===== config.mk =====
export PLATFORM = sky130hd
export DESIGN_NAME = spi_cfg_master_flat
export DESIGN_NICKNAME = d
export VERILOG_FILES = /design/src/rtl/spi_cfg_master_if.sv /design/src/rtl/spi_cfg_master.sv /design/src/flat_wrapper.sv
export SDC_FILE = /design/constraint.sdc
export NUM_CORES = 1
export LEC_CHECK = 0
export CORE_ASPECT_RATIO = 0.7
export CORE_MARGIN = 2
export CORE_UTILIZATION = 35
export CTS_BUF_LIST = sky130_fd_sc_hd__clkbuf_8 sky130_fd_sc_hd__clkbuf_16
export CTS_CLUSTER_SIZE = 28
export DETAILED_ROUTE_END_ITERATION = 8
export SYNTH_ARGS = -nofsm -noshare
export SYNTH_HDL_FRONTEND = slang
export SYNTH_SLANG_ARGS = --single-unit

===== constraint.sdc =====
create_clock -name clk -period 2.8 [get_ports clk]
set_clock_uncertainty 0.1 [all_clocks]
set_input_delay 0.56 -clock clk [delete_from_list [all_inputs] [get_ports clk]]
set_output_delay 0.56 -clock clk [all_outputs]
set_load 0.05 [all_outputs]

===== src/rtl/spi_cfg_master_if.sv =====
// Register-file side of spi_cfg_master.
//   master modport (the SPI front end): drives the write port
//     (write_addr, write_data, write) and the read port (read_addr, read),
//     and takes read_data back.
//   slave modport (the register file): the mirror image.
// read_data is expected one clk after the read strobe.
interface spi_cfg_master_if;
  logic [7:0] write_addr;
  logic [7:0] write_data;
  logic       write;
  logic [7:0] read_addr;
  logic       read;
  logic [7:0] read_data;

  modport master (
    output write_addr,
    output write_data,
    output write,
    output read_addr,
    output read,
    input  read_data
  );

  modport slave (
    input  write_addr,
    input  write_data,
    input  write,
    input  read_addr,
    input  read,
    output read_data
  );
endinterface


===== src/rtl/spi_cfg_master.sv =====
// spi_cfg_master: SPI-slave (mode 0) front end that turns 24-bit tester
// frames into single-cycle register file write/read operations.
//   clk      system clock
//   reset_n  asynchronous active-low reset
//   sclk     SPI clock, asynchronous to clk
//   cs_n     SPI chip select, active-low
//   mosi     SPI data in, MSB first
//   miso     SPI data out, MSB first, 0 unless shifting read data
//   regs     register file port (spi_cfg_master_if.master)
// Frame: command byte (bit7=1 write, 0 read), address byte, data byte.
module spi_cfg_master #(
  parameter int SYNC_STAGES = 2
) (
  input  logic clk,
  input  logic reset_n,
  input  logic sclk,
  input  logic cs_n,
  input  logic mosi,
  output logic miso,
  spi_cfg_master_if.master regs
);

  localparam logic [2:0] ST_IDLE = 3'd0;
  localparam logic [2:0] ST_CMD  = 3'd1;
  localparam logic [2:0] ST_ADDR = 3'd2;
  localparam logic [2:0] ST_DATA = 3'd3;
  localparam logic [2:0] ST_DONE = 3'd4;

  logic [SYNC_STAGES-1:0] sclk_sync_r;
  logic [SYNC_STAGES-1:0] cs_sync_r;
  logic [SYNC_STAGES-1:0] mosi_sync_r;

  logic       sclk_d_r;
  logic       sclk_rise_r;
  logic       sclk_fall_r;
  logic       cs_d_r;
  logic       cs_fall_r;
  logic       mosi_r;

  logic [2:0] state_r;
  logic [4:0] bit_cnt_r;
  logic [7:0] shift_in_r;
  logic [7:0] shift_out_r;
  logic [7:0] addr_r;
  logic       cmd_wr_r;
  logic       cap_pend_r;
  logic       miso_r;
  logic [7:0] write_addr_r;
  logic [7:0] write_data_r;
  logic       write_r;
  logic [7:0] read_addr_r;
  logic       read_r;

  logic [7:0] byte_s;
  logic       in_frame_s;

  // Byte completed by the bit arriving on the current rising edge.
  assign byte_s     = {shift_in_r[6:0], mosi_r};
  assign in_frame_s = (state_r == ST_CMD) || (state_r == ST_ADDR) || (state_r == ST_DATA);

  assign miso            = miso_r;
  assign regs.write_addr = write_addr_r;
  assign regs.write_data = write_data_r;
  assign regs.write      = write_r;
  assign regs.read_addr  = read_addr_r;
  assign regs.read       = read_r;

  // Metastability synchronizers for the three SPI input pins.
  // cs_n resets to 0 so a chip select that is already low at reset release
  // never looks like a fresh falling edge; a new frame needs cs_n to go high first.
  always_ff @(posedge clk or negedge reset_n) begin
    if (!reset_n) begin
      sclk_sync_r <= '0;
      cs_sync_r   <= '0;
      mosi_sync_r <= '0;
    end else begin
      sclk_sync_r <= {sclk_sync_r[SYNC_STAGES-2:0], sclk};
      cs_sync_r   <= {cs_sync_r[SYNC_STAGES-2:0], cs_n};
      mosi_sync_r <= {mosi_sync_r[SYNC_STAGES-2:0], mosi};
    end
  end

  // Registered edge detect; mosi_r and cs_d_r are kept aligned with the edge pulses.
  always_ff @(posedge clk or negedge reset_n) begin
    if (!reset_n) begin
      sclk_d_r    <= 1'b0;
      sclk_rise_r <= 1'b0;
      sclk_fall_r <= 1'b0;
      cs_d_r      <= 1'b0;
      cs_fall_r   <= 1'b0;
      mosi_r      <= 1'b0;
    end else begin
      sclk_d_r    <= sclk_sync_r[SYNC_STAGES-1];
      sclk_rise_r <= sclk_sync_r[SYNC_STAGES-1] & ~sclk_d_r;
      sclk_fall_r <= ~sclk_sync_r[SYNC_STAGES-1] & sclk_d_r;
      cs_d_r      <= cs_sync_r[SYNC_STAGES-1];
      cs_fall_r   <= ~cs_sync_r[SYNC_STAGES-1] & cs_d_r;
      mosi_r      <= mosi_sync_r[SYNC_STAGES-1];
    end
  end

  // Frame decoder FSM, register file strobes and miso shifter.
  always_ff @(posedge clk or negedge reset_n) begin
    if (!reset_n) begin
      state_r      <= ST_IDLE;
      bit_cnt_r    <= 5'd0;
      shift_in_r   <= 8'd0;
      shift_out_r  <= 8'd0;
      addr_r       <= 8'd0;
      cmd_wr_r     <= 1'b0;
      cap_pend_r   <= 1'b0;
      miso_r       <= 1'b0;
      write_addr_r <= 8'd0;
      write_data_r <= 8'd0;
      write_r      <= 1'b0;
      read_addr_r  <= 8'd0;
      read_r       <= 1'b0;
    end else begin
      write_r    <= 1'b0;
      read_r     <= 1'b0;
      // read_data is valid the clk after the read strobe; sample it then.
      cap_pend_r <= read_r;
      if (cap_pend_r) begin
        shift_out_r <= regs.read_data;
      end

      if (in_frame_s && sclk_rise_r) begin
        shift_in_r <= byte_s;
        bit_cnt_r  <= bit_cnt_r + 5'd1;
      end

      if ((state_r != ST_IDLE) && cs_d_r) begin
        // Chip select released mid-frame or after completion: drop the frame.
        state_r   <= ST_IDLE;
        bit_cnt_r <= 5'd0;
        miso_r    <= 1'b0;
      end else begin
        case (state_r)
          ST_IDLE: begin
            miso_r    <= 1'b0;
            bit_cnt_r <= 5'd0;
            if (cs_fall_r) begin
              state_r <= ST_CMD;
            end
          end
          ST_CMD: begin
            miso_r <= 1'b0;
            if (sclk_rise_r && (bit_cnt_r == 5'd7)) begin
              cmd_wr_r <= byte_s[7];
              state_r  <= ST_ADDR;
            end
          end
          ST_ADDR: begin
            miso_r <= 1'b0;
            if (sclk_rise_r && (bit_cnt_r == 5'd15)) begin
              addr_r <= byte_s;
              if (!cmd_wr_r) begin
                read_addr_r <= byte_s;
                read_r      <= 1'b1;
              end
              state_r <= ST_DATA;
            end
          end
          ST_DATA: begin
            if (sclk_rise_r && (bit_cnt_r == 5'd23)) begin
              if (cmd_wr_r) begin
                write_addr_r <= addr_r;
                write_data_r <= byte_s;
                write_r      <= 1'b1;
              end
              miso_r  <= 1'b0;
              state_r <= ST_DONE;
            end else if (cmd_wr_r) begin
              miso_r <= 1'b0;
            end else if (sclk_fall_r) begin
              miso_r      <= shift_out_r[7];
              shift_out_r <= {shift_out_r[6:0], 1'b0};
            end
          end
          ST_DONE: begin
            miso_r <= 1'b0;
          end
          default: begin
            miso_r  <= 1'b0;
            state_r <= ST_IDLE;
          end
        endcase
      end
    end
  end

endmodule

===== src/flat_wrapper.sv =====
// flat-port wrapper written by rule: the top's interface ports become plain ports
module spi_cfg_master_flat 
#(
  parameter int SYNC_STAGES = 2
)
  (clk, reset_n, sclk, cs_n, mosi, miso, regs_write_addr, regs_write_data, regs_write, regs_read_addr, regs_read, regs_read_data);
  spi_cfg_master_if regs_i ();
  input  logic clk;
  input  logic reset_n;
  input  logic sclk;
  input  logic cs_n;
  input  logic mosi;
  output logic miso;
  output wire logic [$bits(regs_i.write_addr)-1:0] regs_write_addr;
  output wire logic [$bits(regs_i.write_data)-1:0] regs_write_data;
  output wire logic [$bits(regs_i.write)-1:0] regs_write;
  output wire logic [$bits(regs_i.read_addr)-1:0] regs_read_addr;
  output wire logic [$bits(regs_i.read)-1:0] regs_read;
  input wire logic [$bits(regs_i.read_data)-1:0] regs_read_data;
  assign regs_write_addr = regs_i.write_addr;
  assign regs_write_data = regs_i.write_data;
  assign regs_write = regs_i.write;
  assign regs_read_addr = regs_i.read_addr;
  assign regs_read = regs_i.read;
  assign regs_i.read_data = regs_read_data;
  spi_cfg_master #(.SYNC_STAGES(SYNC_STAGES)) u_core (.clk(clk), .reset_n(reset_n), .sclk(sclk), .cs_n(cs_n), .mosi(mosi), .miso(miso), .regs(regs_i));
endmodule

# Yosys cells after proc, flatten, opt, wreduce, memory -nomap -nowiden
# Index checks and enable logic that the tools add are counted.
word_totals:
  register_bits: 72
  input_bits: 13
  out_inout_bits: 27
op_classes:
  addsub: 1
  n_reduce_logical: 15
  eq_ne: 13
  bitwise: 8
  mux: 28
ops:
  columns: ["cell", "count"]
  rows:
  - ["$mux W8", 6]
  - ["$mux W3", 5]
  - ["$mux W5", 3]
  - ["$pmux W3 S5", 1]
  - ["$mux W1", 13]
  - ["$ne A3 B3 Y1 const B", 3]
  - ["$reduce_and A4 Y1", 2]
  - ["$eq A3 B2 Y1 const B", 2]
  - ["$reduce_and A3 Y1", 2]
  - ["$reduce_bool A3 Y1", 2]
  - ["$add A5 B1 Y5 const B", 1]
  - ["$eq A5 B3 Y1 const B", 1]
  - ["$eq A5 B4 Y1 const B", 1]
  - ["$eq A5 B5 Y1 const B", 1]
  - ["$logic_and A1 B1 Y1", 5]
  - ["$ne A5 B3 Y1 const B", 1]
  - ["$not A1 Y1", 5]
  - ["$reduce_and A5 Y1", 1]
  - ["$and A1 B1 Y1", 3]
  - ["$eq A3 B1 Y1 const B", 1]
  - ["$eq A3 B3 Y1 const B", 1]
  - ["$logic_not A3 Y1", 1]
  - ["$ne A3 B1 Y1 const B", 1]
  - ["$logic_or A1 B1 Y1", 2]
  - ["$ne A2 B1 Y1 const B", 1]

# Longest topological paths before layout
logic_depth:
  ltp_word: 7
  mapped_depth: 7
  depth_no_buf: 6

# Least setup slack after synthesis
# Ideal clock, no wire load.
synth_path:
  path_type: "flip-flop to flip-flop"
  startpoint: "reg u_core.bit_cnt_r[0]"
  endpoint: "reg u_core.shift_out_r[1]"
  path_stages_with_launch: 5
  t_required_ps: 2575
  setup_slack_ps: 791
  setup_ps: 125
  n_path_buf: 0
  synth_period_minus_slack_ps: 2009
  arrival_time_ps: 1784
  cell_sequence: "dfrtp_1 > ha_1 > and4b_1 > a2111oi_4 > mux2_2"
synth_between:
  elab_chain_cells: 5
synth_lines:
  columns: ["item", "line", "source"]
  rows:
  - ["start: declaration", "spi_cfg_master.sv:41", "logic [4:0] bit_cnt_r;"]
  - ["start signal: assignment", "spi_cfg_master.sv:129", "bit_cnt_r <= bit_cnt_r + 5'd1;"]
  - ["$eq A5 B5 Y1", "spi_cfg_master.sv:165", "if (sclk_rise_r && (bit_cnt_r == 5'd23)) begin"]
  - ["$logic_and A1 B1 Y1", "spi_cfg_master.sv:165", null]
  - ["$mux W8", "spi_cfg_master.sv:165", null]
  - ["$mux W8", "spi_cfg_master.sv:138", "case (state_r)"]
  - ["$mux W8", "spi_cfg_master.sv:132", "if ((state_r != ST_IDLE) && cs_d_r) begin"]
  - ["end signal: assignment", "spi_cfg_master.sv:124", "shift_out_r <= regs.read_data;"]
  - ["end signal: assignment", "spi_cfg_master.sv:177", "shift_out_r <= {shift_out_r[6:0], 1'b0};"]
  - ["end: declaration", "spi_cfg_master.sv:43", "logic [7:0] shift_out_r;"]
# No other way between the ends.
# A chain may end at the register's enable or synchronous reset.

# Worst setup path after layout
layout_path:
  startpoint: "reg u_core.bit_cnt_r[0]"
  endpoint: "reg u_core.read_addr_r[1], in the netlist u_core.regs.read_addr[1]"
layout_between:
  elab_chain_cells: 3
layout_lines:
  columns: ["item", "line", "source"]
  rows:
  - ["$eq A5 B4 Y1", "spi_cfg_master.sv:155", "if (sclk_rise_r && (bit_cnt_r == 5'd15)) begin"]
  - ["$logic_and A1 B1 Y1", "spi_cfg_master.sv:155", null]
  - ["$reduce_and A4 Y1 (no line)", null, null]
  - ["end signal: assignment", "spi_cfg_master.sv:158", "read_addr_r <= byte_s;"]
  - ["end: declaration", "spi_cfg_master.sv:51", "logic [7:0] read_addr_r;"]
# No other way between the ends.

==> results.md <==
- 1st-iter DRT viols: 35
- Pint: around 2 mW
- Buffers on Ports: 39
- Final Setup Violations: 0
- Die width: 113 µm
- XOR/XNOR Fraction of Synth Area: 0.00298
- Worst slew pin tran: between 0.7 and 0.8 ns
- Post-synthesis adder-cell area fraction: 0.00853
- Leakage power: 1.76 nW
- Clock share of power: 0.494
- Via/cell ratio: 4.83
- DRT Pass-1 Iters: 4
- Share of layout cells above drive strength 1: 0.316
- Fmax: approximately 0.44 GHz
- Net Count, Synth: between 200 and 250
- Critical path peak fanout: 9
- PostCTS Resize Cnt: 0
- Mapped Cells: between 150 and 200
- Clk sinks: 72
- Outcome: complete, no violations
- Post CTS Setup Buffer Count: 0
- Netlist cell types: 39
- P_sw: 531 µW
- Crit path DAT: 2.36 ns
- Clock buffer depth: 2
- Drt drc: 0
- Critical Path End Type: register
- Post-detail-place hpwl: 3430 µm
- CTS clk-pin slew, worst paths: about 0.06 ns
- CTS tree: done
- Largest family of logic cells by synthesized area: multiplexers
- Crit. Startpoint: u_core.bit_cnt_r[0]
- Depth of the CTS H-tree: 3
- Clock Latency Late Sink: between 0.3 and 0.4 ns
- Post-synth top area cell: dfrtp_1
- Final Cycle Share: 0.805
- Tot GR Track Use: 0.128
- Post-Synth Simple-Gate Area: 0.0797
- Commonest cells post-synth: 72 x dfrtp_1, 45 x mux2_2, 9 x mux2_4, 7 x a21oi_1
- Startpoint types: register
- Hold Crit Class: in2async
- I/O Pins: 40
- Cell area power density: 661 nW/µm²
- Multiplexer area fraction after synthesis: 0.225
- Sequential element share of the synthesized area: 0.614
- Largest net degree at the start of global routing: 39
- Pins Over Slew Limit: 0
- Max-cap viol count: 0
- Antenna fix cells: 0
- Part of the power in combinational logic: 0.041
- Final-report hold violation count: 0
- Compound-cell area share of the yosys netlist: 0.0448
- DR vias: 1,668
- Congestion Overflow GR: 0
- Die height: 80.6 µm
- Primary FF master, synth: dfrtp_1
- First-pass GRT wire length: 8800 µm
- CTS buffer count: 9
- # nets final: approximately 250
- Total power: 2.48 mW
- WP data required: 2.91 ns
- Total Negative Setup Slacks: 0 ns
- Async SR Flop Fraction: 1.00
- Area of the core: 8010 µm²
- Root Driver: clkbuf_16
- Vias in the first global route: between 1,500 and 2,000
- Placer Congestion: 0.792
- RSZ-0062 raised after global routing: false
- Initial Util: 0.367
- Switching Fraction: 0.215
- Antenna violations before repair: 0
- Mean area per synthesized cell: 15.1 µm²
- Wirelength per Cell: 15.2 µm
- Most common cell in the netlist: dfrtp_1
- Area Growth Syn to Fin: 27.6%
- Relative slew slack: 0.473
- Crit Path Class: reg2reg
- Flops & latches, synth: 72
- Crit Reg-Reg Startpoint: u_core.bit_cnt_r[0]
- Post-CTS Hold Fix Bufs: 0
- Synth top area share: 0.614
- Post-synth EDFFs: 0
- Cell Area, Synth: just under 3000 µm²
- Wirelength, routed: 5240 µm
- Sequential power share: 0.465
- Yosys warning total: 0
- # rows: 27
- Synth top area cells: dfrtp_1 61%, mux2_2 17%, mux2_4 4.6%
- Max rail drop VDD: 0.311 mV
- Fin crit period: 2.25 ns
- Area of the die: 9150 µm²
- Routed Antenna Nets: 0
logic make-up after synthesis:
| kind of cell | Yosys count |
|---|---|
| compound gates | 18 |
| xor+xnor | 1 |
| fa+ha+maj | 2 |
| buf+inv | 12 |
| flops | 72 |
| mux | 56 |
| simple gates | 33 |
final cells by class:
class                      count  area [µm²]
fill                         697        4260
inverter                       5        18.8
clock inverter                 6        85.1
clock buffer                  10         239
timing repair buffer          41         413
tap                          101         126
sequential                    72        1800
multi-input combinational    110        1060
registers in the layout, indices dropped and copies added (netlist names), 2 cells and up:
register                flops
u_core.regs.write_addr      8
u_core.addr_r               8
u_core.sclk_sync_r          2
u_core.shift_out_r          8
u_core.state_r              3
u_core.regs.write_data      8
u_core.shift_in_r           7
u_core.mosi_sync_r          2
u_core.bit_cnt_r            5
u_core.regs.read_addr       8
u_core.cs_sync_r            2
layout by cell type, fill, tap and decap left out, types with 3 or more instances in the layout:
master,Yosys,layout
nand2_1,3,3
mux2_4,9,9
mux2_2,45,45
dfrtp_1,72,72
clkbuf_16,0,9
nor2_1,5,5
inv_1,4,6
a21oi_1,7,7
o21ai_0,3,3
nor2b_1,5,5
clkdlybuf4s50_1,0,38
final timing paths:
| check | slack, ns | cells past startpoint | endpoint |
|---|---|---|---|
| max | 0.55 | 6 | u_core.regs.read_addr[1] |
| min | 0.21 | 1 | u_core.regs.write |
| max reg2reg | 0.55 | 6 | u_core.regs.read_addr[1] |
| min reg2reg | 0.25 | 0 | u_core.mosi_r |
| max in group asynchronous | 1.72 | 2 | u_core.state_r[0] |
| min in group clk | 0.25 | 0 | u_core.mosi_r |
metal layers:
layer,up-vias,share of wire,track usage
li1,792,-,-
met1,839,0.51,0.189
met2,29,0.44,0.170
met3,8,0.037,0.0475
met4,0,0.012,0.0476
met5,-,0,0
through the flow:
step | worst slack (ns) | std cells | instance area [µm²] | util | hold slack [ns]
floorplan | 0.791 | 194 | 2940 | - | 0.164
global placement | 0.560 | 329 | 3420 | 0.427 | 0.235
detailed placement | 0.548 | 329 | 3420 | 0.427 | 0.235
CTS | 0.523 | 345 | 3740 | 0.468 | 0.247
global route | 0.442 | 345 | 3740 | 0.468 | 0.249
finish | 0.546 | 345 | 3740 | 0.468 | 0.210
critical path, stage by stage, from the launching register on:
cell,delay [ns]
dfrtp_1,0.37
ha_1,0.23
and3_1,0.17
ha_1,0.15
and4bb_2,0.23
and3_1,0.49
mux2_2,0.40
power groups by stage:
stage          clock (mW)  combinational (mW)  sequential [mW]
2_1_floorplan           0              0.0561             1.14
3_3_place_gp            0               0.101             1.17
3_5_place_dp            0               0.102             1.17
4_1_cts              1.25               0.106             1.15
5_1_grt              1.31               0.116             1.16
6_report             1.22               0.102             1.15
No activity file was read; power rests on OpenSTA's default activity.
==> variant 1, RTL diff (same flow settings) <==
Make the reset (`reset_n`) synchronous in 3 clocked blocks. Comments in the files are not updated.
--- a/src/rtl/spi_cfg_master.sv
+++ b/src/rtl/spi_cfg_master.sv
@@ -69,5 +69,5 @@
   // cs_n resets to 0 so a chip select that is already low at reset release
   // never looks like a fresh falling edge; a new frame needs cs_n to go high first.
-  always_ff @(posedge clk or negedge reset_n) begin
+  always_ff @(posedge clk) begin
     if (!reset_n) begin
       sclk_sync_r <= '0;
@@ -82,5 +82,5 @@
 
   // Registered edge detect; mosi_r and cs_d_r are kept aligned with the edge pulses.
-  always_ff @(posedge clk or negedge reset_n) begin
+  always_ff @(posedge clk) begin
     if (!reset_n) begin
       sclk_d_r    <= 1'b0;
@@ -101,5 +101,5 @@
 
   // Frame decoder FSM, register file strobes and miso shifter.
-  always_ff @(posedge clk or negedge reset_n) begin
+  always_ff @(posedge clk) begin
     if (!reset_n) begin
       state_r      <= ST_IDLE;
Function: same outputs for any inputs over 10 cycles, from zero or initial values and one cycle with reset_n low; that may be too few to reach the edited logic, so the function may still have changed.
==> variant 1 against the original RTL <==
Die area grew 2.2%. Synthesized cell count increased by 70%. Design area is 0.40% lower. Sequential cell count did not move. Synthesized area increased by 2.3%. First-iteration DRC count grew to 5.9 times the old value. Sequential share of layout area shrank 9.5 points. Setup slack improved by 0.021 ns. Wire length rose by 36%. Critical path type unchanged. Critical endpoint is now u_core.regs.read_addr[1]$_SDFFE_PN0P_. Largest cell class unchanged. Highest routed layer unchanged.
Power is not compared: it rests on default switching activity, and its combinational part moved more than twofold at a synthesized area within 25%.
==> variant 1: results (changes against the original RTL) <==
metric,value,unit,change
sequential area share after synthesis,48.0,%,-13 points
diode count,0,,unchanged
Critical Path AT,2.33,ns,-0.03 ns
placed cell count,444,,+35%
Gate Count Post-Synth,330,,+70%
fin crit share,79.8,%,-0.75 points
final non-filler cell area,3730,um^2,-0.40%
crit path launch,u_core.bit_cnt_r[0]$_SDFFE_PP0P_,,
Syn Nets,345,,+65%
Hold Crit Depth,1,,
Post-CTS Setup Inserts,0,,unchanged
Unique masters post-synth,45,,+15%
Final Hold Vio Count,0,,unchanged
R2R setup slack,0.57,ns,+0.02 ns
share of cells above drive strength 1,7.34,%,-24 points
root buffer cell,clkbuf_16,,
WL final,7110,um,+36%
Critical R2R Capture,u_core.regs.read_addr[1]$_SDFFE_PN0P_,,
PortBufs,39,,unchanged
outcome,"finished, final reports clean",,
R2R depth,6,,unchanged
CP Max Fanout,17,,+8
final HPWL from detailed placement,4530,um,+32%
Tightest Pin Transition,0.779,ns,-0.0119 ns
global-route usage over all layers,16.4,%,+3.6 points
Vias,2561,,+54%
pin count of the biggest net entering global routing,27,,-31%
vias in the first global route,2348,,+42%
first-pass iteration count of the detailed router,4,,unchanged
commonest cells in the netlist,"dfxtp_1 (72), a21oi_1 (47), clkbuf_1 (31), o31ai_1 (26), nand4_1 (25)",,
placed cell area,3420,um^2,about the same
hold path endpoint,u_core.cs_fall_r$_SDFF_PN0_,,
fill cell count,812,,+16%
top_reg_cell synth,dfxtp_1,,
total CTS buffers,9,,unchanged
hold_ws,0.301,ns,+0.0907 ns
Worst-Skew Late Latency,0.33,ns,about the same
post-place setup slack,0.621,ns,+0.0733 ns
Pleak,1.15,nW,
Area contributors post-synth,"dfxtp_1 (48%), a21oi_1 (7.8%), o31ai_1 (6.5%)",,
worst hold path class,reg -> reg,,
peak supply drop,0.261,mV,
first-pass GRT wire length,12000,um,+37%
Final Instance Count excl. Fillers,459,,+33%
Max Slew Vio Count,0,,unchanged
fraction of registers with async set/reset,0,%,-100 points
DRT iter0 DRCs,208,,+490%
final net count,365,,+44%
maximum root-to-sink buffer count,2,,unchanged
Placer Congestion,0.824,,+4.1%
[variant 1: cell types whose count changed in the layout (fill, tap and decap cells not counted), sizes merged, moves of 6 or more]
| cell | change |
|---|---|
| a21oi | +40 |
| and2 | +11 |
| dfrtp | -72 |
| dfxtp | +72 |
| mux2 | -54 |
| mux2i | +7 |
| nand2 | +6 |
| nand2b | +7 |
| nand3 | +15 |
| nand4 | +24 |
| o211ai | +7 |
| o21ai | +14 |
| o31ai | +24 |
[variant 1: where the power goes]
group          internal (W)  switching, W
logic             0.0000232     0.0000241
registers           0.00103    0.00000473
clock network      0.000754      0.000408
[variant 1: critical path, cell delays in order (launching register included)]
cell and delay, ns:
dfxtp_1 0.36, ha_1 0.21, and3_1 0.18, ha_1 0.20, nand3b_1 0.51, o31ai_1 0.41
a21oi_1 0.12
[variant 1: layer usage]
layer	vias to the layer above	part of all wire [%]	GRT usage, %	wire length, um
li1	1278	-	-	-
met1	1198	51	24.1	3640
met2	79	41	22.9	2940
met3	6	6.7	5.17	476
met4	0	0.70	4.94	50
met5	-	0	0	0
[variant 1: final cells by class]
cell class / count / area, um^2 / area share [%]
inverter: 5 / 18.8 / 0.503
timing repair buffer: 44 / 428 / 11.5
clock buffer: 12 / 267 / 7.15
tap: 105 / 131 / 3.52
multi-input combinational: 218 / 1400 / 37.6
sequential: 72 / 1440 / 38.6
clock inverter: 3 / 41.3 / 1.11
[variant 1: kinds of logic (layout without fill, tap and decap cells)]
group	Yosys count	after routing	share of synthesized area [%]
xor gates and xnor gates	1	1	0.292
buffers and inverters	40	64	5.29
DFF	72	72	48.0
adders and majority gates	2	2	0.833
AOI/OAI and AO/OA	105	105	21.8
and+or+nand+nor	101	101	20.8
muxes	9	9	3.00
==> variant 2, RTL diff (same flow settings) <==
Without the edit above. `SYNC_STAGES` is set to 2 in 2 places; all go to 4.
--- a/src/rtl/spi_cfg_master.sv
+++ b/src/rtl/spi_cfg_master.sv
@@ -10,5 +10,5 @@
 // Frame: command byte (bit7=1 write, 0 read), address byte, data byte.
 module spi_cfg_master #(
-  parameter int SYNC_STAGES = 2
+  parameter int SYNC_STAGES = 4
 ) (
   input  logic clk,
--- a/src/flat_wrapper.sv
+++ b/src/flat_wrapper.sv
@@ -2,5 +2,5 @@
 module spi_cfg_master_flat 
 #(
-  parameter int SYNC_STAGES = 2
+  parameter int SYNC_STAGES = 4
 )
   (clk, reset_n, sclk, cs_n, mosi, miso, regs_write_addr, regs_write_data, regs_write, regs_read_addr, regs_read, regs_read_data);
Function: no difference found for any inputs over 10 cycles, from zero or initial values and one cycle with reset_n low; that may be too few to reach the edited logic, so the function may still have changed.
==> variant 2 against the original RTL <==
Setup slack better by 0.027 ns. Critical path depth is 1 higher. Via count is 1.2% higher. Wire length hardly changed. Synthesized area is 3.0% higher. Global-route usage hardly changed. Sequential cell count is 6 higher. Design area is 3.1% higher. Sequential share of layout area is 2.4 points higher. Non-clock buffer count is 1 higher.
Power is not compared: it rests on default switching activity, and its combinational part moved more than twofold at a synthesized area within 25%.
==> variant 2: results (changes against the original RTL) <==
metric,value,unit,change
clock slew at reported path FFs,0.05,ns,
Placer Congestion,0.812,,+2.6%
Pleak,1.74,nW,
Critical Path AT,2.34,ns,-0.02 ns
root buffer cell,clkbuf_16,,
outcome,"finished, final reports clean",,
multiplexer area fraction after synthesis,19.6,%,-3.0 points
DRT iter0 DRCs,48,,+37%
fraction of registers with async set/reset,100,%,unchanged
"share of synthesized cell area in full adder, half adder and majority cells",0.827,%,-0.025 points
share of cells above drive strength 1,27.8,%,-3.8 points
Tightest Pin Transition,0.637,ns,-0.153 ns
Syn Nets,217,,+3.8%
worst hold path class,in -> async,,
final net count,263,,+3.5%
peak supply drop,0.337,mV,
global-route usage over all layers,12.9,%,+0.018 points
"CP delay by family, top",simple AND/OR/NAND/NOR gates,,
slowest CP cell,and2b_1,,
post-synthesis xor/xnor area fraction,0.869,%,+0.57 points
Switching Share,24.2,%,
Ys Warns,0,,unchanged
initial antenna violation count,0,,unchanged
PortBufs,39,,unchanged
crit path launch,u_core.bit_cnt_r[0]$_DFFE_PN0P_,,
commonest cells in the netlist,"dfrtp_1 (78), mux2_2 (33), nand2_1 (12), mux2i_1 (10), nor2_1 (10)",,
post-detailed-route count of antenna-violating nets,0,,unchanged
Unique masters post-synth,37,,-5.1%
fill cell count,759,,+8.9%
WL final,5230,um,about the same
post_cts resized,0,,unchanged
"slowest stage delay, CP",0.52,ns,+0.03 ns
pin count of the biggest net entering global routing,46,,+18%
diode count,0,,unchanged
Synth Area in Compound Gates,3.60,%,-0.88 points
final setup violation count,0,,unchanged
first-pass iteration count of the detailed router,4,,unchanged
CP Max Fanout,9,,unchanged
top-count cell post-synth,dfrtp_1,,
first-pass GRT wire length,9000,um,+2.2%
vias in the first global route,1786,,+8.0%
sequential area share after synthesis,64.5,%,+3.2 points
Post-CTS Setup Inserts,0,,unchanged
H-tree depth,3,,unchanged
total CTS buffers,9,,unchanged
final HPWL from detailed placement,3330,um,-3.1%
Area contributors post-synth,"dfrtp_1 (65%), mux2_2 (12%), mux2_4 (4.0%)",,
Worst-Skew Late Latency,0.33,ns,about the same
maximum root-to-sink buffer count,2,,unchanged
Vias,1688,,+1.2%
variant 2: changes by cell type in the layout (fill, tap and decap cells not counted), sizes merged, moves of 3 or more:
| cell | unedited run | this run |
|---|---|---|
| a21oi | 7 | 4 |
| nand2 | 3 | 12 |
| nor2 | 5 | 11 |
| mux2 | 54 | 41 |
| or4 | 3 | 0 |
| mux2i | 2 | 10 |
| dfrtp | 72 | 78 |
| o21ai | 3 | 7 |
| inv | 7 | 4 |
variant 2: kinds of logic (layout without fill, tap and decap cells):
logic type	count (synthesis)	after routing
buf+inv	10	60
xor+xnor	3	3
fa+ha+maj	2	2
simple gates	41	41
flops	78	78
mux	51	51
compound gates	17	17
variant 2: worst paths after layout:
check	end	slack, ns	depth (start not counted)
min in group clk	u_core.sclk_sync_r[3]$_DFF_PN0_	0.25	0
max	u_core.regs.read_addr[6]$_DFFE_PN0P_	0.57	7
max reg2reg	u_core.regs.read_addr[6]$_DFFE_PN0P_	0.57	7
max in group asynchronous	u_core.addr_r[3]$_DFFE_PN0P_	1.88	2
min	u_core.shift_out_r[4]$_DFF_PN0_	0.13	1
min reg2reg	u_core.sclk_sync_r[3]$_DFF_PN0_	0.25	0
variant 2: through the flow:
step	hold WS (ns)	util (%)	cell area, um^2	worst slack [ns]	cells
2_1_floorplan	0.164	-	3020	0.677	202
3_3_place_gp	0.233	42.1	3540	0.645	342
3_5_place_dp	0.236	42.1	3540	0.575	342
4_1_cts	0.146	45.9	3860	0.553	357
5_1_grt	0.172	45.9	3860	0.439	357
6_report	0.129	45.9	3860	0.573	357
variant 2: worst register-to-register path, stage by stage, from the launching register on:
cell and delay, ns:
dfrtp_1 0.38, ha_1 0.19, and3_1 0.17, ha_1 0.13, nand2_1 0.10, nor4_4 0.17
and2b_1 0.52, mux2_4 0.35
variant 2: power by group through the flow:
stage / registers [W] / clock network, W / logic [W]
after global routing: 0.00143 / 0.00133 / 0.000395
after detailed placement: 0.00142 / 0 / 0.000356
after floorplan: 0.00136 / 0 / 0.000295
final: 0.00140 / 0.00124 / 0.000353
after global placement: 0.00142 / 0 / 0.000349
after CTS: 0.00140 / 0.00128 / 0.000359
variant 2: metal layers:
metal	vias up	wire length, um	GRT usage, %
met3	9	219	5.09
met1	852	2690	17.5
met4	0	69	5.78
met5	-	0	0
met2	28	2260	18.1
li1	799	-	-
variant 2: area by class of cell:
class                           instances  share of cell area [%]
Multi-Input combinational cell        114                    26.4
Tap cell                              105                    3.40
Clock inverter                          4                    1.85
Inverter                                3                   0.356
Clock buffer                           11                    6.54
Sequential cell                        78                    50.5
Timing Repair Buffer                   42                    10.9
